<file path="src/rtl/branch_redirect_ctrl.sv">
`default_nettype none
// ============================================================================
//  Module   : branch_redirect_ctrl
//  Purpose  : Sequences control-flow redirects for the RV32I pipeline.
//             Arbitrates trap / jump / taken-branch redirect sources, holds a
//             single registered redirect on a valid/ready handshake towards
//             fetch, flushes IF/ID for a fixed drain window after acceptance,
//             stalls EX while a redirect is in flight and counts accepted
//             taken branches (saturating).
//  Ports    :
//    clk, rst_n        clock (rising edge), asynchronous active-low reset
//    ex_valid_i        valid instruction in EX (qualifies br/jmp)
//    br_taken_i        branch taken flag,   br_target_i   branch target
//    jmp_valid_i       JAL/JALR resolved,   jmp_target_i  jump target
//    trap_valid_i      trap request,        trap_vector_i handler address
//    fetch_ready_i     fetch accepts the pending redirect this cycle
//    redirect_valid_o  redirect pending,    redirect_pc_o redirect address
//    flush_if_o        squash IF,           flush_id_o    squash ID
//    stall_ex_o        hold EX / suppress new resolutions
//    misalign_o        1-cycle pulse: captured jmp/br target has bit1 set
//    br_count_o        accepted taken-branch count (saturating)
//  Revision : 1.0 - initial release
// ============================================================================
module branch_redirect_ctrl #(
    parameter int unsigned XLEN         = 32,
    parameter int unsigned FLUSH_CYCLES = 2,
    parameter int unsigned CNT_W        = 32
) (
    input  logic             clk,
    input  logic             rst_n,
    input  logic             ex_valid_i,
    input  logic             br_taken_i,
    input  logic [XLEN-1:0]  br_target_i,
    input  logic             jmp_valid_i,
    input  logic [XLEN-1:0]  jmp_target_i,
    input  logic             trap_valid_i,
    input  logic [XLEN-1:0]  trap_vector_i,
    input  logic             fetch_ready_i,
    output logic             redirect_valid_o,
    output logic [XLEN-1:0]  redirect_pc_o,
    output logic             flush_if_o,
    output logic             flush_id_o,
    output logic             stall_ex_o,
    output logic             misalign_o,
    output logic [CNT_W-1:0] br_count_o
);

    // Drain counter only needs to hold FLUSH_CYCLES; keep at least one bit so
    // the FLUSH_CYCLES=0 build still elaborates.
    localparam int unsigned       DRAIN_W    = (FLUSH_CYCLES > 0) ? $clog2(FLUSH_CYCLES + 1) : 1;
    localparam logic [DRAIN_W-1:0] DRAIN_LOAD = DRAIN_W'(FLUSH_CYCLES);
    localparam logic [DRAIN_W-1:0] DRAIN_LAST = DRAIN_W'(1);
    localparam logic [CNT_W-1:0]   CNT_MAX    = {CNT_W{1'b1}};
    localparam logic [XLEN-1:0]    PC_MASK    = ~XLEN'(1);

    typedef enum logic [1:0] {
        ST_IDLE  = 2'd0,
        ST_PEND  = 2'd1,
        ST_DRAIN = 2'd2
    } state_t;

    state_t              state_q;
    logic [XLEN-1:0]     target_q;
    logic                src_br_q;
    logic [DRAIN_W-1:0]  drain_cnt_q;
    logic [CNT_W-1:0]    br_count_q;
    logic [CNT_W-1:0]    br_count_d;
    logic                valid_q;
    logic                flush_q;
    logic                stall_q;
    logic                misalign_q;

    // Source qualification and fixed priority trap > jmp > br.
    logic            w_trap;
    logic            w_jmp;
    logic            w_br;
    logic            w_any;
    logic            w_sel_br;
    logic [XLEN-1:0] w_sel_target;

    assign w_trap       = trap_valid_i;
    assign w_jmp        = ex_valid_i & jmp_valid_i;
    assign w_br         = ex_valid_i & br_taken_i;
    assign w_any        = w_trap | w_jmp | w_br;
    assign w_sel_br     = ~w_trap & ~w_jmp & w_br;
    assign w_sel_target = w_trap ? trap_vector_i :
                          w_jmp  ? jmp_target_i  : br_target_i;

    // Saturating increment: the count sticks at all-ones.
    assign br_count_d = (br_count_q == CNT_MAX) ? br_count_q : br_count_q + CNT_W'(1);

    always_ff @(posedge clk or negedge rst_n) begin
        if (!rst_n) begin
            state_q     <= ST_IDLE;
            target_q    <= '0;
            src_br_q    <= 1'b0;
            drain_cnt_q <= '0;
            br_count_q  <= '0;
            valid_q     <= 1'b0;
            flush_q     <= 1'b0;
            stall_q     <= 1'b0;
            misalign_q  <= 1'b0;
        end else begin
            misalign_q <= 1'b0;
            case (state_q)
                ST_IDLE: begin
                    if (w_any) begin
                        target_q   <= w_sel_target & PC_MASK;
                        src_br_q   <= w_sel_br;
                        // Only EX-resolved targets can be misaligned; trap
                        // vectors are trusted.
                        misalign_q <= ~w_trap & w_sel_target[1];
                        state_q    <= ST_PEND;
                        valid_q    <= 1'b1;
                        flush_q    <= 1'b1;
                        stall_q    <= 1'b1;
                    end
                end
                ST_PEND: begin
                    if (w_trap) begin
                        // Trap preempts, even in the accept cycle: the old
                        // redirect is dropped uncounted, valid stays high.
                        target_q <= trap_vector_i & PC_MASK;
                        src_br_q <= 1'b0;
                    end else if (fetch_ready_i) begin
                        if (src_br_q) begin
                            br_count_q <= br_count_d;
                        end
                        valid_q <= 1'b0;
                        if (FLUSH_CYCLES == 0) begin
                            state_q <= ST_IDLE;
                            flush_q <= 1'b0;
                            stall_q <= 1'b0;
                        end else begin
                            state_q     <= ST_DRAIN;
                            drain_cnt_q <= DRAIN_LOAD;
                        end
                    end
                end
                ST_DRAIN: begin
                    if (w_trap) begin
                        target_q <= trap_vector_i & PC_MASK;
                        src_br_q <= 1'b0;
                        state_q  <= ST_PEND;
                        valid_q  <= 1'b1;
                    end else if (drain_cnt_q == DRAIN_LAST) begin
                        state_q <= ST_IDLE;
                        flush_q <= 1'b0;
                        stall_q <= 1'b0;
                    end else begin
                        drain_cnt_q <= drain_cnt_q - DRAIN_W'(1);
                    end
                end
                default: begin
                    state_q <= ST_IDLE;
                    valid_q <= 1'b0;
                    flush_q <= 1'b0;
                    stall_q <= 1'b0;
                end
            endcase
        end
    end

    assign redirect_valid_o = valid_q;
    assign redirect_pc_o    = target_q;
    assign flush_if_o       = flush_q;
    assign flush_id_o       = flush_q;
    assign stall_ex_o       = stall_q;
    assign misalign_o       = misalign_q;
    assign br_count_o       = br_count_q;

endmodule
`default_nettype wire

</file>
<file path="config.mk">
export PLATFORM = sky130hd
export DESIGN_NAME = branch_redirect_ctrl
export DESIGN_NICKNAME = d
export VERILOG_FILES = /design/src/rtl/branch_redirect_ctrl.sv
export SDC_FILE = /design/constraint.sdc
export NUM_CORES = 1
export LEC_CHECK = 0
export CELL_PAD_IN_SITES_DETAIL_PLACEMENT = 1
export CELL_PAD_IN_SITES_GLOBAL_PLACEMENT = 1
export CORE_UTILIZATION = 33
export CTS_CLUSTER_DIAMETER = 120
export DETAILED_ROUTE_END_ITERATION = 7
export GPL_TIMING_DRIVEN = 0
export PLACE_DENSITY_LB_ADDON = 0.1
export SETUP_SLACK_MARGIN = 0.1
export SLEW_MARGIN = 20
export SYNTH_ARGS = -nofsm -noshare
export SYNTH_HDL_FRONTEND = slang
export SYNTH_SLANG_ARGS = --single-unit
</file>
<file path="constraint.sdc">
create_clock -name clk -period 4.8 [get_ports clk]
set_input_delay 0.96 -clock clk [delete_from_list [all_inputs] [get_ports clk]]
set_output_delay 0.96 -clock clk [all_outputs]
set_load 0.1 [all_outputs]
</file>
---- Word-level counts from Yosys, hierarchy flattened ----
Cells that the tools add are included.
storage, ports and cells
  bits in registers ....................... 72
  input port bits ......................... 103
operators by class
  reductions and logical operators ........ 10
  add/sub/neg operators ................... 2
  bitwise gates (word level) .............. 11
  eq/ne operators ......................... 13
  multiplexer cells ....................... 27
operator list
  kind                                                                      count
  32-bit two-way mux                                                        4
  32-bit one-hot mux with 2 select lines                                    1
  32-bit by 1-bit adder with 32-bit output (second input constant)          1
  32-bit equality test (second input constant)                              1
  2-bit two-way mux                                                         7
  2-bit inequality test (second input constant)                             7
  4-bit AND reduction                                                       3
  1-bit two-way mux                                                         10
  5-bit AND reduction                                                       2
  1-bit one-hot mux with 3 select lines                                     2
  2-bit one-hot mux with 3 select lines                                     1
  1-bit bitwise AND                                                         5
  2-bit by 1-bit equality test with 1-bit output (second input constant)    2
  1-bit inverter                                                            4
  2-bit one-hot mux with 2 select lines                                     1
  2-bit nonzero test                                                        2
  3-bit inequality test (second input constant)                             1
  3-bit AND reduction                                                       1
  2-bit equality test (second input constant)                               1
  2-bit logical NOT                                                         1
  2-bit by 1-bit inequality test with 1-bit output (second input constant)  1
  1-bit OR                                                                  2
  1-bit one-hot mux with 2 select lines                                     1
  2-bit OR reduction                                                        1
  2-bit by 1-bit subtractor with 2-bit output (second input constant)       1

---- Depth between registers and ports, before layout ----
Gate-level depths: netlist (run 1).
  depth in word-level cells ............... 6
  depth in mapped cells ................... 8
  depth with buffers taken out ............ 7

---- Worst setup path before layout (run 1) ----
Ideal clock, no wire load.
  kind .................................... register to register
  start ................................... register br_count_q[0], in the netlist br_count_o[0]
  end ..................................... register br_count_q[1], in the netlist br_count_o[1]
  arrival time ............................ 2.335 ns
  stages on the path, launching flop included .. 6
  path slack .............................. 2.339 ns
  setup time .............................. 0.127 ns
  buffers on the path ..................... 0
  cell sequence ........................... dfrtp_1 -> ha_1 -> nand4_1 -> nor4_4 -> a21boi_2 -> mux2_4
on the way
  word-level cells in the longest chain between the ends .. 3
  elaborated cells between the ends (all ways) .. 4
  those cells by class .................... add/sub (1); eq/ne (1); bitwise (1); reduce/logical (1)
ends and longest elaborated chain
  element                                                                                           line  source
  start, declared                                                                                   66    logic [CNT_W-1:0] br_count_q;
  start signal, assigned                                                                            127   br_count_q <= br_count_d;
  parallel branches: the longest is 3 deep, another holds 32-bit by 1-bit adder with 32-bit output  n/a
Parallel ways; which one is timed is not known.
A chain may end at the register's enable or synchronous reset.

---- Final worst setup path (run 1) ----
  start ................................... register br_count_q[11], in the netlist br_count_o[11]
  end ..................................... output br_count_o[11]
RTL lines
  element        line  source
  end, declared  45    output logic [CNT_W-1:0] br_count_o
No word-level cell between the ends.

==> results of run 1 <==
report_power, final:
group | switching, mW | internal, mW
clock | 0.261 | 0.415
combinational | 1.62 | 0.531
sequential | 0.0959 | 0.760
total | 1.98 | 1.71
logic make-up (layout without fill, tap and decap cells):
logic type	Yosys count	in the layout	share of synthesized area, %
other	1	1	0.09539
xor gates and xnor gates	28	28	6.238
buffers and inverters	37	219	4.074
adders and majority gates	7	7	2.228
muxes	4	4	1.209
DFF	71	71	45.19
and+or+nand+nor	179	179	24.35
AOI/OAI and AO/OA	119	119	16.61
sequential cells by signal (all words and copies together), names as in the netlist:
| signal | count |
|---|---|
| drain_cnt_q | 2 |
| br_count_o | 32 |
| stall_ex_o | 1 |
| misalign_o | 1 |
| redirect_pc_o | 31 |
| state_q | 2 |
| src_br_q | 1 |
| redirect_valid_o | 1 |
worst register-to-register path: cells and delay by family, from the launching register on:
family,cells,cell delay [ns]
flops,1,0.41
mux,1,0.38
buf+inv,2,0.28
fa+ha+maj,1,0.24
simple gates,3,0.79
cell usage after synthesis, types with 2 or more instances:
master     n
o21ai_1    4
nor2_1     5
dfrtp_1   71
ha_1       7
and4_1     4
inv_1      7
clkbuf_1  19
xnor2_1   23
nand2_1   75
xor2_1     5
nor4_4     3
buf_2      8
nand3_1   50
buf_4      3
nor4_1     2
and3_1     6
and2_1     2
a21oi_1   72
nand4_1   14
mux2_2     2
o21ai_0   32
nor3_1     5
nand4_4    2
nand2b_1   3
layout make-up:
type                       instances  area share [%]
multi-input combinational        338           32.81
timing repair buffer             166           27.45
clock buffer                      11           3.993
clock inverter                     5          0.9467
inverter                           7          0.4322
buffer                            30           2.202
sequential                        71           29.22
tap                              143           2.943
metal layers:
metal	vias to the layer above	GRT usage, %	part of all wire [%]
met4	0	8.288	1.7
met3	16	7.272	7.6
met1	1926	28.75	44
li1	1925	-	-
met5	-	0	0
met2	121	37.65	47
stage by stage:
stage | cells | util [%]
after floorplan | 446 | -
after global placement | 754 | 50.03
after detailed placement | 755 | 50.18
after CTS | 771 | 52.79
after global routing | 771 | 52.79
final | 771 | 52.79
worst max path at each step:
| stage | cells past startpoint | to | start | slack, ns |
|---|---|---|---|---|
| 4_1_cts | 1 | br_count_o[8] | br_count_o[8]$_DFFE_PN0P_ | 1.77 |
| 2_1_floorplan | 5 | br_count_o[1]$_DFFE_PN0P_ | br_count_o[0]$_DFFE_PN0P_ | 2.34 |
| 3_3_place_gp | 1 | br_count_o[11]$_DFFE_PN0P_ | rst_n | 0.24 |
| 3_5_place_dp | 7 | redirect_pc_o[8]$_DFFE_PN0P_ | trap_valid_i | 1.84 |
| 5_1_grt | 1 | br_count_o[8] | br_count_o[8]$_DFFE_PN0P_ | 1.73 |
| 6_report | 1 | br_count_o[11] | br_count_o[11]$_DFFE_PN0P_ | 1.79 |
==> impl_metrics.csv, run 1 <==
group,metric,value,unit
cts,cts_buffers,9,
synth,synthesis.nets,556,
routing,ant_nets,0,
synth,yosys.area.top_type,"dfrtp_1",
setup_path,cp_top_family,"buffers and inverters",
synth,synth_edf_count,0,
synth,synth_top_area_share,45.19,%
setup_path,critPathRequiredTime,3.84,ns
die,io_pins,172,
setup_path,crit_slowest_cell,"clkdlybuf4s50_1",
routing,dr.pass1.iters,6,
routing,vias_per_cell,5.173,
global_route,grt_usage,23.10,%
timing,max_slew_margin,30.79,%
cts,cts.sinks,71,
place,hpwl,10.68,mm
routing,vias,3988,
status,violations,"DRC",
job,drv_cap,0,
setup_path,crit_chain,"clkdlybuf4s50_1",
place,port_buffers,165,
timing,fin_crit_sh,62.75,%
setup_path,cp.arrival,2.05,ns
setup_path,worstSetupPathType,"reg -> out",
routing,routed_wl,13.86,mm
layout,nFillCells,1364,
routing,drc_errors,16,
cts,cts_tree,"yes",
die,rows,39,
setup_path,reg2reg_from,"state_q[1]$_DFFE_PN0P_",
setup_path,rr_worst_depth,7,
setup_path,cp_max_fo,7,
layout,layout_common_cells,"clkdlybuf4s50_1 (164), nand2_1 (75), a21oi_1 (72)",
min_path,min_to,"redirect_pc_o[7]$_DFFE_PN0P_",
global_route,grt_overflow,0,
synth,ys.warnings.count,0,
layout,layout-drive-gt1-share,7.166,%
timing,period_minus_slack,3.012,ns
layout,multi_input_area,1994,um^2
layout,nets,733,
timing,drv_slew,0,
die,die_h,111.1,um
routing,drtIter0Drc,180,
synth,synth.area.top_cells,"dfrtp_1 (45%), a21oi_1 (9.2%), nand2_1 (7.2%)",
die,die_w,111.1,um
layout,final_common_cell,"clkdlybuf4s50_1",
timing,worst_slew_pin_slew,1.035,ns
cts,cts.repair.resized,0,
timing,setup_viol,0,
layout,diodes,0,
layout,finalInstanceArea,6080,um^2
synth,syn_inst,446,
global_route,grt_first_pass_wirelength,22.15,mm
timing,layout_setup_ws,1.788,ns
status,status,"complete, but fails checks",
cts,htree_levels,3,
synth,yosysSeqAreaShare,45.19,%
timing,hold-worst-slack,0.4774,ns
synth,ys_seq_elements,71,
timing,rsz0062_at_grt,"no",
place,dpl_worst_slack,1.838,ns
setup_path,end_kind,"output pin",
synth,synth-async-reset-ratio,100.0,%
timing,setup_tns,0,ns
global_route,first_global_vias,4220,
min_path,hp-class,"reg -> reg",
pwr,power,3.686,mW
cts,clockBufferDepth,2,
setup_path,reg2reg_slack,2.60,ns
die,start_util,34.14,%
layout,regArea,1777,um^2
place,place.gp.congestion,0.7915,
synth,synth_ff_type,"dfrtp_1",
synth,syn_area,3931,um^2
timing,fin_skew,0.006985,ns
cts,postCtsSetupBuffers,0,
global_route,grt_max_degree,37,
cts,postCtsHoldBufs,0,
cts,root_buffer,"clkbuf_16",
setup_path,reg2reg_to,"br_count_o[30]$_DFFE_PN0P_",
setup_path,path_buf_inv,1,
setup_path,max_stage_delay,1.20,ns
pwr,total_leakage_power,2.565,nW
synth,ys_types,46,
pwr,powerDensity,606.3,nW/um^2
timing,finalHoldViolations,0,
cts,clkLatencyLatePin,0.34,ns
global_route,antenna_found_initial,0,
pwr,peakVddDrop,0.3917,mV
setup_path,critPathLaunchType,"register",
die,core_area,11520,um^2
routing,wl_per_cell,17.97,um
cts,clkTransAtPathRegs,0.06,ns
layout,area_delta_synth_final,54.65,%
die,dieArea,12350,um^2
min_path,hp-start,"redirect_pc_o[7]$_DFFE_PN0P_",
synth,syn_area_per_cell,8.815,um^2
min_path,holdPathStages,2,
place,dpl-instance-area,5779,um^2
timing,clock.fmax,332.0,MHz
(Power assumes the default switching activity.)
==> run 2: changes to the inputs <==
--- a/config.mk
+++ b/config.mk
@@ -7,7 +7,7 @@
 export LEC_CHECK = 0
 export CELL_PAD_IN_SITES_DETAIL_PLACEMENT = 1
 export CELL_PAD_IN_SITES_GLOBAL_PLACEMENT = 1
-export CORE_UTILIZATION = 33
+export CORE_UTILIZATION = 30
 export CTS_CLUSTER_DIAMETER = 120
 export DETAILED_ROUTE_END_ITERATION = 7
 export GPL_TIMING_DRIVEN = 0
==> constraint.sdc (replaced) <==
create_clock -name clk -period 3 [get_ports clk]
set_input_delay 0.6 -clock clk [delete_from_list [all_inputs] [get_ports clk]]
set_output_delay 0.6 -clock clk [all_outputs]
set_load 0.1 [all_outputs]
==> run 2 against run 1 <==
  * The run now ends clean
  * Wire length is 1.4% higher
  * Core utilization is 4.7 points lower
  * Power is 60% higher
  * Largest cell class unchanged
  * First-iteration DRC count is 6.1% higher
  * Combinational power is 60% higher
==> impl_metrics.csv, run 2 (same netlist as run 1, synthesis figures left out) <==
group,metric,value,unit
setup_path,crit_start,"br_count_o[11]$_DFFE_PN0P_",
cts,clockBufferDepth,2,
cts,postCtsHoldBufs,0,
pwr,total_leakage_power,2.570,nW
place,dpl-instance-area,5823,um^2
pwr,peakVddDrop,0.6694,mV
cts,postCtsSetupBuffers,0,
cts,root_buffer,"clkbuf_16",
global_route,grt_max_degree,50,
layout,area_delta_synth_final,55.57,%
place,hpwl,10.91,mm
routing,vias_per_cell,5.038,
setup_path,worstSetupPathType,"reg -> out",
layout,final_common_cell,"clkdlybuf4s50_1",
routing,wl_per_cell,17.56,um
cts,cts_buffers,9,
timing,period_minus_slack,2.622,ns
setup_path,reg2reg_to,"br_count_o[30]$_DFFE_PN0P_",
routing,routed_wl,14.05,mm
place,dpl_worst_slack,0.4239,ns
min_path,hp-class,"in -> async",
timing,fin_skew,0.003724,ns
die,rows,41,
cts,clkLatencyLatePin,0.33,ns
setup_path,rr_worst_depth,7,
layout,layout_common_cells,"clkdlybuf4s50_1 (164), nand2_1 (75), a21oi_1 (72)",
timing,fin_crit_sh,87.40,%
layout,layout-drive-gt1-share,6.847,%
global_route,first_global_vias,4174,
pwr,powerDensity,961.3,nW/um^2
setup_path,cp-endpoint,"br_count_o[11]",
timing,layout_setup_ws,0.3779,ns
setup_path,reg2reg_from,"state_q[1]$_DFFE_PN0P_",
die,dieArea,13570,um^2
global_route,grt_usage,21.64,%
die,die_w,116.5,um
setup_path,max_stage_delay,1.19,ns
timing,drv_slew,0,
global_route,antenna_found_initial,0,
pwr,power,5.879,mW
die,die_h,116.5,um
routing,dr.pass1.iters,5,
routing,vias,4030,
routing,ant_nets,0,
die,start_util,30.90,%
layout,diodes,0,
global_route,grt_overflow,0,
setup_path,critPathLaunchType,"register",
cts,htree_levels,3,
timing,setup_tns,0,ns
cts,cts_tree,"yes",
layout,finish.utilization,48.07,%
die,core_area,12720,um^2
setup_path,crit_slowest_cell,"clkdlybuf4s50_1",
die,io_pins,172,
timing,hold-worst-slack,0.1681,ns
timing,setup_viol,0,
cts,cts.repair.resized,0,
setup_path,cp_max_fo,7,
setup_path,reg2reg_slack,0.77,ns
cts,clkTransAtPathRegs,0.06,ns
setup_path,critPathRequiredTime,2.40,ns
timing,clock.fmax,381.4,MHz
setup_path,crit_chain,"clkdlybuf4s50_1",
layout,largest_reg_flops,32,
status,status,"complete, no violations",
setup_path,worst-path-stages,1,
setup_path,cp_top_family,"buffers and inverters",
setup_path,path_buf_inv,1,
global_route,grt_first_pass_wirelength,22.15,mm
routing,drc_errors,0,
job,drv_cap,0,
setup_path,end_kind,"output pin",
layout,nets,733,
timing,rsz0062_at_grt,"no",
cts,cts.sinks,71,
routing,drtIter0Drc,191,
place,dp.cells,784,
timing,finalHoldViolations,0,
place,port_buffers,165,
layout,finalInstanceArea,6116,um^2
place,place.gp.congestion,0.7957,
setup_path,cp.arrival,2.02,ns
layout,final_cells,800,
timing,worst_slew_pin_slew,1.040,ns
timing,max_slew_margin,30.48,%
run 2: layer usage:
| metal | GRT usage (%) | part of all wire (%) |
|---|---|---|
| met1 | 27.42 | 45 |
| met2 | 35.50 | 47 |
| met3 | 6.746 | 6.7 |
| met4 | 5.983 | 1.2 |
| met5 | 0 | 0 |
run 2: power breakdown:
| group | internal, mW | total (mW) | leakage (nW) | switching, mW |
|---|---|---|---|---|
| sequential | 1.22 | 1.38 | 0.931 | 0.164 |
| clock | 0.666 | 1.07 | 0.140 | 0.399 |
| combinational | 0.851 | 3.43 | 1.50 | 2.58 |
run 2: worst min path at each step:
stage	startpoint	endpoint	slack [ns]	depth (start not counted)
2_1_floorplan	rst_n	br_count_o[0]$_DFFE_PN0P_	0.30	0
3_3_place_gp	src_br_q$_DFFE_PN0P_	src_br_q$_DFFE_PN0P_	0.46	2
3_5_place_dp	redirect_pc_o[3]$_DFFE_PN0P_	redirect_pc_o[3]$_DFFE_PN0P_	0.48	2
4_1_cts	rst_n	redirect_pc_o[13]$_DFFE_PN0P_	0.17	1
5_1_grt	rst_n	redirect_pc_o[13]$_DFFE_PN0P_	0.18	1
6_report	rst_n	redirect_pc_o[13]$_DFFE_PN0P_	0.17	1
run 2: final cells by class:
cell class | count | area, um^2
clock inverter | 3 | 42.54
clock buffer | 13 | 250.2
buffer | 30 | 133.9
tap | 172 | 215.2
sequential | 71 | 1777
timing repair buffer | 166 | 1677
inverter | 7 | 26.28
multi-input combinational | 338 | 1994
fill | 1551 | 6606
